### config.mk
export PLATFORM = sky130hd
export DESIGN_NAME = clkgen_multi
export DESIGN_NICKNAME = d
export VERILOG_FILES = /design/src/rtl/clkgen_multi.sv
export SDC_FILE = /design/constraint.sdc
export NUM_CORES = 1
export LEC_CHECK = 0
export ABC_AREA = 1
export BUFFER_PORTS_ARGS = -buffer_cell sky130_fd_sc_hd__buf_4
export CORE_ASPECT_RATIO = 0.5
export CORE_UTILIZATION = 35
export CTS_BUF_LIST = sky130_fd_sc_hd__clkbuf_4
export DETAILED_ROUTE_END_ITERATION = 8
export PLACE_DENSITY_LB_ADDON = 0.05
export SLEW_MARGIN = 25
export SYNTH_ARGS = -nofsm -noshare
export SYNTH_HDL_FRONTEND = slang
export SYNTH_SLANG_ARGS = --single-unit
### constraint.sdc
create_clock -name CLK50M -period 1.45 [get_ports CLK50M]
set_input_delay 0.0725 -clock CLK50M [delete_from_list [all_inputs] [get_ports CLK50M]]
set_output_delay 0.0725 -clock CLK50M [all_outputs]
set_load 0.005 [all_outputs]
### src/rtl/clkgen_multi.sv
// rtl/clkgen_multi.sv - multi-channel programmable clock/tick divider
// Optional SYNC input for all-channel phase alignment under `CLKGEN_SYNC_EN.
module clkgen_multi #(
    parameter int          NCH         = 4,
    parameter int          CW          = 16,
    parameter int unsigned DEFAULT_DIV = 24999
) (
    input  logic              CLK50M,
    input  logic              RSTN,
    input  logic [NCH-1:0]    EN,
    input  logic [NCH-1:0]    LOAD,
    input  logic [CW-1:0]     DIV_IN,
`ifdef CLKGEN_SYNC_EN
    input  logic              SYNC,
`endif
    output logic [NCH-1:0]    CLKOUT,
    output logic [NCH-1:0]    TICK,
    output logic [NCH*CW-1:0] DIV_RB
);

    logic [CW-1:0]  div_q [NCH];
    logic [CW-1:0]  div_d [NCH];
    logic [CW-1:0]  cnt_q [NCH];
    logic [CW-1:0]  cnt_d [NCH];
    logic [NCH-1:0] clk_q, clk_d;
    logic [NCH-1:0] tick_q, tick_d;
    logic           sync_w;

`ifdef CLKGEN_SYNC_EN
    assign sync_w = SYNC;
`else
    assign sync_w = 1'b0;
`endif

    // LOAD outranks everything so a reload can never emit a stale toggle or tick.
    always_comb begin
        for (int i = 0; i < NCH; i++) begin
            div_d[i]  = div_q[i];
            cnt_d[i]  = cnt_q[i];
            clk_d[i]  = clk_q[i];
            tick_d[i] = 1'b0;
            if (LOAD[i]) begin
                div_d[i] = DIV_IN;
                cnt_d[i] = '0;
                clk_d[i] = 1'b0;
            end else if (sync_w || !EN[i]) begin
                cnt_d[i] = '0;
                clk_d[i] = 1'b0;
            end else if (cnt_q[i] == div_q[i]) begin
                cnt_d[i]  = '0;
                clk_d[i]  = ~clk_q[i];
                tick_d[i] = ~clk_q[i];
            end else begin
                cnt_d[i] = cnt_q[i] + CW'(1);
            end
        end
    end

    always_ff @(posedge CLK50M or negedge RSTN) begin
        if (!RSTN) begin
            for (int i = 0; i < NCH; i++) begin
                div_q[i] <= CW'(DEFAULT_DIV);
                cnt_q[i] <= '0;
            end
            clk_q  <= '0;
            tick_q <= '0;
        end else begin
            for (int i = 0; i < NCH; i++) begin
                div_q[i] <= div_d[i];
                cnt_q[i] <= cnt_d[i];
            end
            clk_q  <= clk_d;
            tick_q <= tick_d;
        end
    end

    assign CLKOUT = clk_q;
    assign TICK   = tick_q;

    for (genvar g = 0; g < NCH; g++) begin : g_rb
        assign DIV_RB[g*CW +: CW] = div_q[g];
    end

endmodule

==> impl_metrics.tcl <==
set metrics [dict create \
    cts_tree "built" \
    ys_async_sr_fraction_pct 100.0 \
    syn2layout_area_growth_pct 45.16 \
    synthCells 944 \
    synthXorXnorAreaFrac_pct 5.647 \
    drive_above_1_share_pct 35.79 \
    reg2reg_slack_ns -0.1 \
    period_needed_ns 1.546 \
    internal_power_w 0.006331 \
    final_max_slew_viol_count 0 \
    final_nets 1238 \
    power_w 0.008763 \
    yosys.area_share.simple_pct 30.78 \
    yosysSeqAreaShare_pct 48.26 \
    synth_adder_area_share_pct 0.7015 \
    slew_headroom_pct 47.23 \
    clockBufferDepth 2 \
    place_hpwl_um 15060 \
    grt_max_degree 36 \
    violations "negative setup slack" \
    ios 98 \
    setup_violations 51 \
    synth_common_cells "nand2_1, inv_1, dfrtp_1" \
    viasPerCell 4.467 \
    die_x_um 203.9 \
    crit_end "CLKOUT[2]" \
    whs_ns 0.3424 \
    syn_area_per_cell_sq_um 7.558 \
    wl_um 21610 \
    critPathLaunch "DIV_RB[39]" \
    min_path_type "in -> reg" \
    swShare_pct 27.75 \
    gp_congestion 0.8030 \
    grt_usage_pct 21.12 \
    num_rows 36 \
    drtAntennaViolNets 0 \
    synth_cell_types 23 \
    ir_drop_mv 0.3861 \
    p_seq_share_pct 47.5 \
    initial_core_util_pct 36.16 \
    netlist.area_leader.share_pct 36.48 \
    placedInstanceArea_sq_um 8931 \
    min_delay_path_depth 4 \
    outcome "finished with violations" \
    synthMuxAreaShare_pct 0 \
    final_cells 1490 \
    synth_seq_cells 136 \
    endpoint_kind "register" \
    cts_sinks 136 \
    cellPowerDensity_nw_per_um2 846.2 \
    grt_pass1_vias 6203 \
    drv_cap 0 \
    switchingPower_w 0.002432 \
    cts-root-buf "clkbuf_4" \
    synthesis.area_sq_um 7134 \
    grt-ovfl-total 0 \
    portBuffers 97 \
    cts_buffers 17 \
    finalClockSkew_ns 0.02744 \
    fill_cells 1900 \
    drt-pass1-iter-count 5 \
    combPwrFrac_pct 17.3 \
    yosys_warnings 0 \
    critPathArrivalTime_ns 2.00 \
    crit_type "reg -> reg" \
    clock_latency_ns 0.55 \
    cp_max_fo 3 \
    drc 0 \
    post-synth-top-count-cell "nand2_1" \
    synth-compound-area-share_pct 5.051 \
    min_period_over_period_pct 106.6 \
    rr_worst_depth 10 \
    fin_ws_ns -0.09602 \
    max_freq_mhz 646.8 \
    finalHoldViolCount 0 \
    r2r_end "CLKOUT[2]" \
    power_frac_clock_pct 35.2 \
    path_clk_slew_ns 0.14 \
    post-route-util_pct 52.49 \
    synthTopCellsByArea "dfrtp_1, nand2_1, dfstp_2" \
    drt-initial-drc-count 227 \
    synth_edf_count 0 \
    dieArea_sq_um 20990 \
    grt_pass1_wl_um 33220 \
    dp_cells 1399 \
    start_kind "register" \
    grt_antenna_before_repair 1 \
    via_count 6656 \
    synth_top_family_by_area "simple AND/OR/NAND/NOR gates" \
    cp.required_ns 1.90 \
    synth_ff_type "dfrtp_1" \
    p_leak_nw 4.990 \
    design_area_sq_um 10360 \
    worst_pin_slew_ns 0.7887 \
    wl_per_cell_um 14.50 \
    rsz0062_at_grt "yes" \
    synth_nets 974 \
    htreeDepth 4 \
    fp.dieH_um 103.0 \
    r2r-start "DIV_RB[39]" \
    yosysTopAreaCell "dfrtp_1" \
    core_sq_um 19730 \
]
power groups by stage:
stage	logic (W)	clock network (W)	registers [W]
after floorplan	0.000485	0	0.00423
after global placement	0.00132	0	0.00421
after detailed placement	0.00132	0	0.00422
after CTS	0.00144	0.00318	0.00415
after global routing	0.00169	0.00336	0.00419
final	0.00151	0.00309	0.00416
routing by layer:
layer / track usage, % / vias to the layer above / routed length [um]
met2: 32.03 / 105 / 9294
li1: - / 3393 / -
met5: 0 / - / 0
met4: 5.263 / 0 / 258
met1: 30.54 / 3136 / 11160
met3: 4.551 / 22 / 902
what timing repair did:
action / 4_1_cts / 5_1_grt
pin swaps: 24 / 60
cloned: 2 / 2
setup buffers: 11 / 11
endpoints found under the hold margin: 198 / 0
hold buffers: 30 / 0
gates resized for setup: 37 / 115
endpoints found under the setup margin: 63 / 85
worst min path at each step:
stage	from	endpoint	slack (ns)
detailed placement	RSTN	TICK[0]	0.02
global route	DIV_IN[1]	DIV_RB[49]	0.32
floorplan	RSTN	CLKOUT[0]	-0.22
CTS	LOAD[2]	DIV_RB[45]	0.30
global placement	RSTN	TICK[0]	0.01
finish	DIV_IN[3]	DIV_RB[3]	0.34
cells by family (layout without fill, tap and decap cells):
| kind of cell | count (synthesis) | in the layout |
|---|---|---|
| AND/OR/NAND/NOR | 517 | 521 |
| buffers and inverters | 169 | 442 |
| flip-flops | 136 | 136 |
| AO/OA/AOI/OAI | 72 | 72 |
| XOR/XNOR | 46 | 46 |
| adder cells (fa/ha/maj) | 4 | 4 |
| other | 0 | 3 |
sequential cells by signal (all words and copies together) (netlist names):
signal  flops
CLKOUT      4
DIV_RB     64
TICK        4
cnt_q      64
cell type report:
cell class / count / area, sq um / area share (%)
multi-input combinational: 643 / 3511 / 33.90
sequential: 136 / 3447 / 33.28
timing repair buffer: 258 / 2142 / 20.68
inverter: 152 / 570.5 / 5.509
tap: 266 / 332.8 / 3.214
clock inverter: 13 / 202.7 / 1.957
clock buffer: 19 / 142.6 / 1.377
antenna: 3 / 7.507 / 0.07249
critical path, stage by stage, from the launching register on:
cell and delay (ns):
dfstp_2 0.58, inv_2 0.04, nand2_1 0.05, nand2_1 0.05
nor2_1 0.12, nand2_1 0.10, nor2_4 0.16, nand2_4 0.11
buf_6 0.14, nand3_2 0.05, nand2_1 0.06
metrics by stage:
stage	setup slack (ns)	setup TNS, ns
final	-0.09602	-1.932
after global routing	-0.1544	-6.888
after CTS	-0.01973	-0.1454
after detailed placement	-0.1097	-2.967
after global placement	-0.1036	-2.208
after floorplan	0.06025	0
layout by cell type, fill, tap and decap left out, drive strengths merged, types with 5 or more instances in the layout:
cell | Yosys | final
buf | 4 | 228
bufinv | 0 | 5
clkbuf | 13 | 19
clkinv | 0 | 7
dfrtp | 104 | 104
dfstp | 32 | 32
dlygate4sd3 | 0 | 30
inv | 152 | 152
nand2 | 328 | 332
nand3 | 33 | 33
nand4 | 8 | 8
nor2 | 128 | 128
nor3 | 19 | 19
o21ai | 68 | 68
xor2 | 43 | 43
(Power assumes the default switching activity.)
